==> config.mk <==
export PLATFORM = sky130hd
export DESIGN_NAME = fetch_unit_flat
export DESIGN_NICKNAME = d
export VERILOG_FILES = /design/src/rtl/fetch_pkg.sv /design/src/rtl/fetch_unit_if.sv /design/src/rtl/fetch_buffer.sv /design/src/rtl/fetch_unit_chk.sv /design/src/rtl/fetch_unit.sv /design/src/flat_wrapper.sv
export SDC_FILE = /design/constraint.sdc
export NUM_CORES = 1
export LEC_CHECK = 0
export BUFFER_PORTS_ARGS = -buffer_cell sky130_fd_sc_hd__buf_2
export CAP_MARGIN = 5
export CORE_ASPECT_RATIO = 1.1
export CORE_MARGIN = 5
export CORE_UTILIZATION = 40
export DETAILED_ROUTE_END_ITERATION = 10
export PLACE_DENSITY_LB_ADDON = 0.15
export SYNTH_ARGS = -nofsm -noshare
export SYNTH_HDL_FRONTEND = slang
export SYNTH_SLANG_ARGS = --single-unit
export TNS_END_PERCENT = 30
==> constraint.sdc <==
create_clock -name clk -period 5 [get_ports clk]
set_input_delay 1 -clock clk [delete_from_list [all_inputs] [get_ports clk]]
set_output_delay 1 -clock clk [all_outputs]
set_load 0.01 [all_outputs]
==> src/rtl/fetch_pkg.sv <==
// Shared types for the instruction-fetch stage.
package fetch_pkg;

    localparam int XLEN_DEFAULT = 32;

    // One in-order buffer slot: the fetch PC, the returned word and whether it has arrived.
    // Field widths follow XLEN_DEFAULT; the fetch stage is built at that width.
    typedef struct packed {
        logic [XLEN_DEFAULT-1:0] pc;
        logic [XLEN_DEFAULT-1:0] instr;
        logic                    filled;
    } fetch_entry_t;

endpackage

==> src/rtl/fetch_unit_if.sv <==
// Memory-request/response and decode handshake bundle of the fetch stage.
interface fetch_unit_if #(
    parameter int XLEN = 32
);
    logic            imem_req_valid_o;
    logic            imem_req_ready_i;
    logic [XLEN-1:0] imem_req_addr_o;
    logic            imem_rsp_valid_i;
    logic [XLEN-1:0] imem_rsp_data_i;
    logic            if_valid_o;
    logic            if_ready_i;
    logic [XLEN-1:0] if_pc_o;
    logic [XLEN-1:0] if_instr_o;

    modport master (
        output imem_req_valid_o, imem_req_addr_o, if_valid_o, if_pc_o, if_instr_o,
        input  imem_req_ready_i, imem_rsp_valid_i, imem_rsp_data_i, if_ready_i
    );

    modport slave (
        input  imem_req_valid_o, imem_req_addr_o, if_valid_o, if_pc_o, if_instr_o,
        output imem_req_ready_i, imem_rsp_valid_i, imem_rsp_data_i, if_ready_i
    );
endinterface

==> src/rtl/fetch_buffer.sv <==
// Circular in-order buffer pairing each fetch PC with its returned instruction word.
module fetch_buffer
    import fetch_pkg::*;
#(
    parameter int XLEN  = XLEN_DEFAULT,
    parameter int DEPTH = 2
) (
    input  logic                     clk,
    input  logic                     reset,
    input  logic                     i_alloc,
    input  logic [XLEN-1:0]          i_alloc_pc,
    input  logic                     i_fill,
    input  logic [XLEN-1:0]          i_fill_data,
    input  logic                     i_pop,
    input  logic                     i_clear,
    output logic                     o_head_valid,
    output logic [XLEN-1:0]          o_head_pc,
    output logic [XLEN-1:0]          o_head_instr,
    output logic [$clog2(DEPTH):0]   o_alloc_cnt,
    output logic [$clog2(DEPTH):0]   o_pend_cnt
);
    localparam int PW = $clog2(DEPTH);
    localparam int CW = PW + 1;

    fetch_entry_t  r_mem [DEPTH];
    logic [PW-1:0] r_alloc_ptr;
    logic [PW-1:0] r_fill_ptr;
    logic [PW-1:0] r_head_ptr;
    logic [CW-1:0] r_alloc_cnt;
    logic [CW-1:0] r_pend_cnt;

    // Allocate at the tail, fill the oldest pending slot, retire the head; clear wins over all.
    always_ff @(posedge clk or posedge reset) begin
        if (reset) begin
            for (int i = 0; i < DEPTH; i++) begin
                r_mem[i] <= '0;
            end
            r_alloc_ptr <= {PW{1'b0}};
            r_fill_ptr  <= {PW{1'b0}};
            r_head_ptr  <= {PW{1'b0}};
            r_alloc_cnt <= {CW{1'b0}};
            r_pend_cnt  <= {CW{1'b0}};
        end else if (i_clear) begin
            for (int i = 0; i < DEPTH; i++) begin
                r_mem[i].filled <= 1'b0;
            end
            r_alloc_ptr <= {PW{1'b0}};
            r_fill_ptr  <= {PW{1'b0}};
            r_head_ptr  <= {PW{1'b0}};
            r_alloc_cnt <= {CW{1'b0}};
            r_pend_cnt  <= {CW{1'b0}};
        end else begin
            // A slot being allocated is never the fill target, and a popped slot is
            // always filled, so these three writes never collide on the same field value.
            if (i_alloc) begin
                r_mem[r_alloc_ptr].pc     <= i_alloc_pc;
                r_mem[r_alloc_ptr].filled <= 1'b0;
                r_alloc_ptr               <= r_alloc_ptr + PW'(1'b1);
            end
            if (i_fill) begin
                r_mem[r_fill_ptr].instr  <= i_fill_data;
                r_mem[r_fill_ptr].filled <= 1'b1;
                r_fill_ptr               <= r_fill_ptr + PW'(1'b1);
            end
            if (i_pop) begin
                r_mem[r_head_ptr].filled <= 1'b0;
                r_head_ptr               <= r_head_ptr + PW'(1'b1);
            end
            r_alloc_cnt <= r_alloc_cnt + CW'(i_alloc) - CW'(i_pop);
            r_pend_cnt  <= r_pend_cnt + CW'(i_alloc) - CW'(i_fill);
        end
    end

    assign o_head_valid = (r_alloc_cnt != {CW{1'b0}}) & r_mem[r_head_ptr].filled;
    assign o_head_pc    = r_mem[r_head_ptr].pc;
    assign o_head_instr = r_mem[r_head_ptr].instr;
    assign o_alloc_cnt  = r_alloc_cnt;
    assign o_pend_cnt   = r_pend_cnt;

endmodule

==> src/rtl/fetch_unit_chk.sv <==
// Protocol and counter-range checks for the fetch stage (simulation only).
module fetch_unit_chk #(
    parameter int DEPTH = 2
) (
    input logic                   clk,
    input logic                   reset,
    input logic                   i_rsp_valid,
    input logic [$clog2(DEPTH):0] i_discard_cnt,
    input logic [$clog2(DEPTH):0] i_pend_cnt,
    input logic [$clog2(DEPTH)+1:0] i_discard_sum
);
    localparam int CW = $clog2(DEPTH) + 1;
    localparam int SW = CW + 1;

    a_no_orphan_rsp: assert property (@(posedge clk) disable iff (reset)
        !(i_rsp_valid && (i_discard_cnt == {CW{1'b0}}) && (i_pend_cnt == {CW{1'b0}})))
        else $error("fetch_unit: response arrived with no pending fetch");

    a_discard_range: assert property (@(posedge clk) disable iff (reset)
        (i_discard_sum <= SW'(DEPTH)))
        else $error("fetch_unit: discard count out of range");

endmodule

==> src/rtl/fetch_unit.sv <==
// Instruction-fetch stage: issues PC-addressed requests, tags responses, drops stale ones after redirect.
module fetch_unit
    import fetch_pkg::*;
#(
    parameter int XLEN  = XLEN_DEFAULT,
    parameter int DEPTH = 2
) (
    input  logic            clk,
    input  logic            reset,
    input  logic [XLEN-1:0] pc_i,
    output logic            pc_advance_o,
    input  logic            flush_i,
    fetch_unit_if.master    bus
);
    localparam int CW = $clog2(DEPTH) + 1;
    localparam int SW = CW + 1;

    logic [CW-1:0]   w_alloc_cnt;
    logic [CW-1:0]   w_pend_cnt;
    logic [CW-1:0]   r_discard_cnt;
    logic [SW-1:0]   w_discard_sum;
    logic            w_pop;
    logic            w_issue;
    logic            w_alloc;
    logic            w_fill;
    logic            w_drop;
    logic            w_head_valid;
    logic [XLEN-1:0] w_head_pc;
    logic [XLEN-1:0] w_head_instr;

    // A slot freed by this cycle's pop can be reused by this cycle's request.
    assign w_pop   = w_head_valid & bus.if_ready_i;
    assign w_issue = ~reset & ~flush_i & ((w_alloc_cnt - CW'(w_pop)) < CW'(DEPTH));
    assign w_alloc = w_issue & bus.imem_req_ready_i;

    // Responses owed to pre-redirect requests are consumed by the discard counter first.
    assign w_drop = bus.imem_rsp_valid_i & (r_discard_cnt != {CW{1'b0}});
    assign w_fill = bus.imem_rsp_valid_i & (r_discard_cnt == {CW{1'b0}});

    assign bus.imem_req_valid_o = w_issue;
    assign bus.imem_req_addr_o  = pc_i;
    assign pc_advance_o         = w_alloc;
    assign bus.if_valid_o       = w_head_valid;
    assign bus.if_pc_o          = w_head_pc;
    assign bus.if_instr_o       = w_head_instr;

    // Next discard count: on redirect every unanswered request becomes a discard,
    // less the one response (kept or dropped) that lands in the redirect cycle.
    always_comb begin
        w_discard_sum = {1'b0, r_discard_cnt};
        if (flush_i) begin
            w_discard_sum = {1'b0, w_pend_cnt} + {1'b0, r_discard_cnt}
                          - SW'(bus.imem_rsp_valid_i);
        end else if (w_drop) begin
            w_discard_sum = {1'b0, r_discard_cnt} - SW'(1'b1);
        end else begin
            w_discard_sum = {1'b0, r_discard_cnt};
        end
    end

    // Discard counter register.
    always_ff @(posedge clk or posedge reset) begin
        if (reset) begin
            r_discard_cnt <= {CW{1'b0}};
        end else begin
            r_discard_cnt <= w_discard_sum[CW-1:0];
        end
    end

    fetch_buffer #(
        .XLEN  (XLEN),
        .DEPTH (DEPTH)
    ) u_buffer (
        .clk          (clk),
        .reset        (reset),
        .i_alloc      (w_alloc),
        .i_alloc_pc   (pc_i),
        .i_fill       (w_fill),
        .i_fill_data  (bus.imem_rsp_data_i),
        .i_pop        (w_pop),
        .i_clear      (flush_i),
        .o_head_valid (w_head_valid),
        .o_head_pc    (w_head_pc),
        .o_head_instr (w_head_instr),
        .o_alloc_cnt  (w_alloc_cnt),
        .o_pend_cnt   (w_pend_cnt)
    );

    fetch_unit_chk #(
        .DEPTH (DEPTH)
    ) u_chk (
        .clk           (clk),
        .reset         (reset),
        .i_rsp_valid   (bus.imem_rsp_valid_i),
        .i_discard_cnt (r_discard_cnt),
        .i_pend_cnt    (w_pend_cnt),
        .i_discard_sum (w_discard_sum)
    );

endmodule

==> src/flat_wrapper.sv <==
// flat-port wrapper written by rule: the top's interface ports become plain ports
module fetch_unit_flat import fetch_pkg::*;
#(
    parameter int XLEN  = XLEN_DEFAULT,
    parameter int DEPTH = 2
)
  (clk, reset, pc_i, pc_advance_o, flush_i, bus_imem_req_valid_o, bus_imem_req_addr_o, bus_if_valid_o, bus_if_pc_o, bus_if_instr_o, bus_imem_req_ready_i, bus_imem_rsp_valid_i, bus_imem_rsp_data_i, bus_if_ready_i);
  fetch_unit_if #(.XLEN(XLEN)) bus_i ();
  input  logic clk;
  input  logic reset;
  input  logic [XLEN-1:0] pc_i;
  output logic pc_advance_o;
  input  logic flush_i;
  output wire logic [$bits(bus_i.imem_req_valid_o)-1:0] bus_imem_req_valid_o;
  output wire logic [$bits(bus_i.imem_req_addr_o)-1:0] bus_imem_req_addr_o;
  output wire logic [$bits(bus_i.if_valid_o)-1:0] bus_if_valid_o;
  output wire logic [$bits(bus_i.if_pc_o)-1:0] bus_if_pc_o;
  output wire logic [$bits(bus_i.if_instr_o)-1:0] bus_if_instr_o;
  input wire logic [$bits(bus_i.imem_req_ready_i)-1:0] bus_imem_req_ready_i;
  input wire logic [$bits(bus_i.imem_rsp_valid_i)-1:0] bus_imem_rsp_valid_i;
  input wire logic [$bits(bus_i.imem_rsp_data_i)-1:0] bus_imem_rsp_data_i;
  input wire logic [$bits(bus_i.if_ready_i)-1:0] bus_if_ready_i;
  assign bus_imem_req_valid_o = bus_i.imem_req_valid_o;
  assign bus_imem_req_addr_o = bus_i.imem_req_addr_o;
  assign bus_if_valid_o = bus_i.if_valid_o;
  assign bus_if_pc_o = bus_i.if_pc_o;
  assign bus_if_instr_o = bus_i.if_instr_o;
  assign bus_i.imem_req_ready_i = bus_imem_req_ready_i;
  assign bus_i.imem_rsp_valid_i = bus_imem_rsp_valid_i;
  assign bus_i.imem_rsp_data_i = bus_imem_rsp_data_i;
  assign bus_i.if_ready_i = bus_if_ready_i;
  fetch_unit #(.XLEN(XLEN), .DEPTH(DEPTH)) u_core (.clk(clk), .reset(reset), .pc_i(pc_i), .pc_advance_o(pc_advance_o), .flush_i(flush_i), .bus(bus_i));
endmodule
== Word-level counts from Yosys, hierarchy flattened ==
Index checks and enable logic that the tools add are counted.
Cells by class
  shift operators: 0
  reduce and logical (&&, ||, !) cells: 10
  magnitude comparators: 7
  equality and inequality tests: 0
  add/subtract/negate cells: 11
  div/mod/pow operators: 0
  bitwise logic cells: 12
  multipliers: 0
  multiplexer cells: 35
Operators with widths (count)
  $bwmux 130: 5
  $mux 130: 5
  $demux 65 s1: 5
  $mux 65: 4
  $mux 33: 1
  $reduce_bool 2->1: 6
  $mux 1: 11
  $mux 2: 4
  $sub 2x1->2: 4
  $and 1x1->1: 7
  $ge 2x2->1 const B: 3
  $lt 2x1->1 const B: 3
  $not 1->2: 3
  $add 2x1->2: 2
  $add 1x1->1 const B: 3
  $logic_and 1x1->1: 3
  $add 2x2->2: 1
  $logic_not 2->1: 1
  $lt 2x2->1 const B: 1
  $not 1->1: 2
  $sub 2x1->2 const B: 1
Word-level totals
  memories: 0
  memory bits (writable): 0
  latch bits: 0
  output and inout bits: 99
  ROM bits: 0
  input port bits: 70
  bits in registers: 139

== Depth between registers and ports, before layout ==
  word-level depth: 19
  mapped depth: 10
  depth with buffers taken out: 10

== Hierarchy ==
A second synthesis with hierarchy kept.
Unflattened totals
  cell total of the unflattened synthesis: 444
  area total of the unflattened synthesis: 6508.7 um2
Modules (own cells, without submodules)
  fetch_buffer: times used 1, seq. area each 3428.3 um2, area an instance 6047.0 um2, cells each 388
  fetch_unit: times used 1, seq. area each 50.0 um2, area an instance 461.7 um2, cells each 56

== Worst setup path after synthesis ==
No wires, ideal clock.
  kind: in2out
  start point: in bus_if_ready_i
  end point: out bus_imem_req_valid_o
  data required time: 4000 ps
  data arrival time: 1801 ps
  buffers on the path: 0
  setup slack: 2199 ps
  stages on the path: 2
  cell sequence: or3b_2 > a211oi_1
Between the ends
  word-level cells in the longest chain between the ends: 4
Ends and longest elaborated chain
  start: declaration: RTL line flat_wrapper.sv:22  | input wire logic [$bits(bus_i.if_ready_i)-1:0] bus_if_ready_i;
  $and 1x1->1: RTL line fetch_unit.sv:32  | assign w_pop = w_head_valid & bus.if_ready_i;
  $sub 2x1->2: RTL line fetch_unit.sv:33  | assign w_issue = ~reset & ~flush_i & ((w_alloc_cnt - CW'(w_pop)) < CW'(DEPTH));
  $lt 2x2->1: RTL line fetch_unit.sv:33
  $and 1x1->1: RTL line fetch_unit.sv:33
  end: declaration: RTL line flat_wrapper.sv:14  | output wire logic [$bits(bus_i.imem_req_valid_o)-1:0] bus_imem_req_valid_o;
Every way passes these cells.

== Worst setup path after layout ==
  start point: reg u_core.u_buffer.r_head_ptr
  end point: out bus_if_pc_o[20]
Between the ends
  word-level cells in the longest chain between the ends: 4
Ends and longest elaborated chain
  start: declaration: RTL line fetch_buffer.sv:28  | logic [PW-1:0] r_head_ptr;
  start signal: assignment: RTL line fetch_buffer.sv:40  | r_head_ptr <= {PW{1'b0}};
  start signal: assignment: RTL line fetch_buffer.sv:49  | r_head_ptr <= {PW{1'b0}};
  start signal: assignment: RTL line fetch_buffer.sv:67  | r_head_ptr <= r_head_ptr + PW'(1'b1);
  $not 1->2 (not written as such): RTL line fetch_buffer.sv:75  | assign o_head_pc = r_mem[r_head_ptr].pc;
  $mux 65 (3 in a row)
  end: declaration: RTL line flat_wrapper.sv:17  | output wire logic [$bits(bus_i.if_pc_o)-1:0] bus_if_pc_o;
Every way passes these cells. The select of a mux whose other input is x is not followed.

==> qor.txt <==
Crit Path Class - register to primary output
Layout cells sized above 1 - 0.661
Die ar. - 0.0191 mm²
Arr. time, crit path - 2120 ps
Post-synth cell types - 31
Grt ovf - 0
P_leak - 3.90 nW
Syn_nets - 535
Clk slew on worst S/H paths - 50 ps
RSZ-0062 raised after global routing - no
WL final - 13.7 mm
CTS Buffer Depth - 2
Tightest Hold Check Type - register to register
R2R Setup Slk - 2570 ps
Gr usage total - 0.145
Setup crit start kind - register
Slew @ Worst Pin - 1130 ps
Critical Path Sink Type - primary output
Warnings, synthesis - 0
Row cnt - 49
Max-slew violation count - 0
Asr flop ratio synth - 1.00
Final Power - 4.18 mW
Drt drc - 0
Post-synthesis cell count - 458
Starting Density - 0.404
Post-synth top area share - 0.530
First-pass GRT wire length - 22.1 mm
Mapped Area - 0.00656 mm²
DR vias - 3908
Vias in the first global route - 4315
Mean post-synth cell area - 14.3 µm²
Nets@finish - 668
Count leader, synth - mux2_2
Die Y - 144 µm
PortBufs - 168
WHS Path Cells - 1
Max cap viols - 0
Chip width - 132 µm
Max Fanout on Critical Path - 67
GPL Wtd Cong - 0.730
FF-to-FF path depth - 6
Final TNS setup - 0 ps
CTS Sinks - 139
Fin. Hold Viols - 0
Max VDD drop - 0.000238 V
Detail Route Antenna Nets - 0
I/O pin cnt - 169
Post_cts resized - 0
Clock skew - 4.32 ps
Skew-Pair Late Insertion Delay - 410 ps
Worst slew margin - 0.246
Top cells by area, synth - dfrtp_1 (53%), mux2_2 (28%), mux2_4 (6.6%)
Pwr dens - 527 mW/mm²
Drt first pass iters - 6
Root Driver - clkbuf_16
Post-synthesis sequential area ratio - 0.530
Post-synth top flop - dfrtp_1
Iter 0 DRT Violations - 90
Setup bufs post-CTS - 0
CTS buffer count - 17
Final setup fails - 0
Core area - 0.0162 mm²
Post-synth top cells - mux2_2 (161), dfrtp_1 (139), buf_4 (32), mux2_4 (29), buf_2 (11)
Status - finished clean
CTS tree - built
RR Startpoint - u_core.r_discard_cnt[0]
CTS Hold Buffers Added - 0
N_diodes - 0
Post-synth EDFFs - 0
DR vias/cell - 4.84
Synth Register Bits - 139
Dpl cells - 776
Critical Path Start - u_core.u_buffer.r_head_ptr
Largest net degree at the start of global routing - 103
Fin crit share - 0.625
Area leader, netlist - dfrtp_1
H-Tree Level Count - 4
CP required - 4000 ps
Post-synthesis to final-layout area growth - 21.0%
Peak Freq - 320 MHz
Antenna violations before repair - 0
Final Critical Period - 3120 ps
HPWL after DPL - 9.23 mm
Post-route insts no fill - 808
Wire per inst - 17.0 µm
-- logic make-up (layout without fill, tap and decap cells) --
| group | count (synthesis) | count (layout) | share of synthesized area |
|---|---|---|---|
| mux | 191 | 191 | 0.344 |
| flops | 139 | 139 | 0.530 |
| buf+inv | 66 | 212 | 0.0616 |
| simple gates | 30 | 30 | 0.0233 |
| compound gates | 17 | 17 | 0.0170 |
| xor+xnor | 8 | 8 | 0.0107 |
| fa+ha+maj | 7 | 7 | 0.0133 |
-- layout by cell type (no fill, tap or decap), drive strengths merged, types with 2 or more instances in the layout --
| master | count |
|---|---|
| mux2 | 190 |
| buf | 171 |
| dfrtp | 139 |
| clkbuf | 22 |
| nor2 | 9 |
| inv | 9 |
| nand2 | 8 |
| ha | 7 |
| xnor2 | 6 |
| o21ai | 4 |
| a21oi | 4 |
| clkinv | 4 |
| nand2b | 3 |
| a211oi | 3 |
| bufinv | 3 |
| clkinvlp | 3 |
| or2 | 2 |
| nor2b | 2 |
| xor2 | 2 |
| o2bb2ai | 2 |
| or3 | 2 |
-- layer usage --
| layer | routed length, µm | GRT usage | vias to the layer above |
|---|---|---|---|
| met1 | 5590 | 0.167 | 1957 |
| met3 | 905 | 0.0560 | 15 |
| li1 | - | - | 1842 |
| met5 | 0 | 0 | - |
| met4 | 170 | 0.0449 | 0 |
| met2 | 7040 | 0.249 | 94 |
-- layout make-up --
| cell class | count | area [µm²] |
|---|---|---|
| Clock inverter | 10 | 140 |
| Tap cell | 204 | 255 |
| Sequential cell | 139 | 3480 |
| Fill cell | 1430 | 8310 |
| Clock buffer | 22 | 474 |
| Timing Repair Buffer | 171 | 863 |
| Multi-Input combinational cell | 253 | 2690 |
| Inverter | 9 | 38.8 |
-- worst max-delay path by stage --
stage / endpoint / cells past startpoint
after global placement: register / 5
after floorplan: async pin / 1
after detailed placement: register / 5
final: bus_if_pc_o[20] / 3
after CTS: bus_if_pc_o[20] / 3
after global routing: bus_if_pc_o[20] / 3
-- critical path, cell delays in order, from the launching register on --
cell	delay, ps
dfrtp_2	370
buf_4	750
mux2_2	440
buf_2	150
-- where the power goes --
group          switching [mW]  internal (mW)
combinational           0.495          0.712
sequential              0.186           1.51
clock                   0.456          0.824
total                    1.14           3.05
-- stage by stage --
step	cell area [µm²]	hold WS (ps)	setup slack, ps	util
after floorplan	6560	451	275	-
after global placement	7330	477	1910	0.451
after detailed placement	7330	468	1890	0.451
after CTS	7940	486	1820	0.489
after global routing	7940	500	1760	0.489
final	7940	487	1880	0.489
Power figures use the tool's default switching activity.
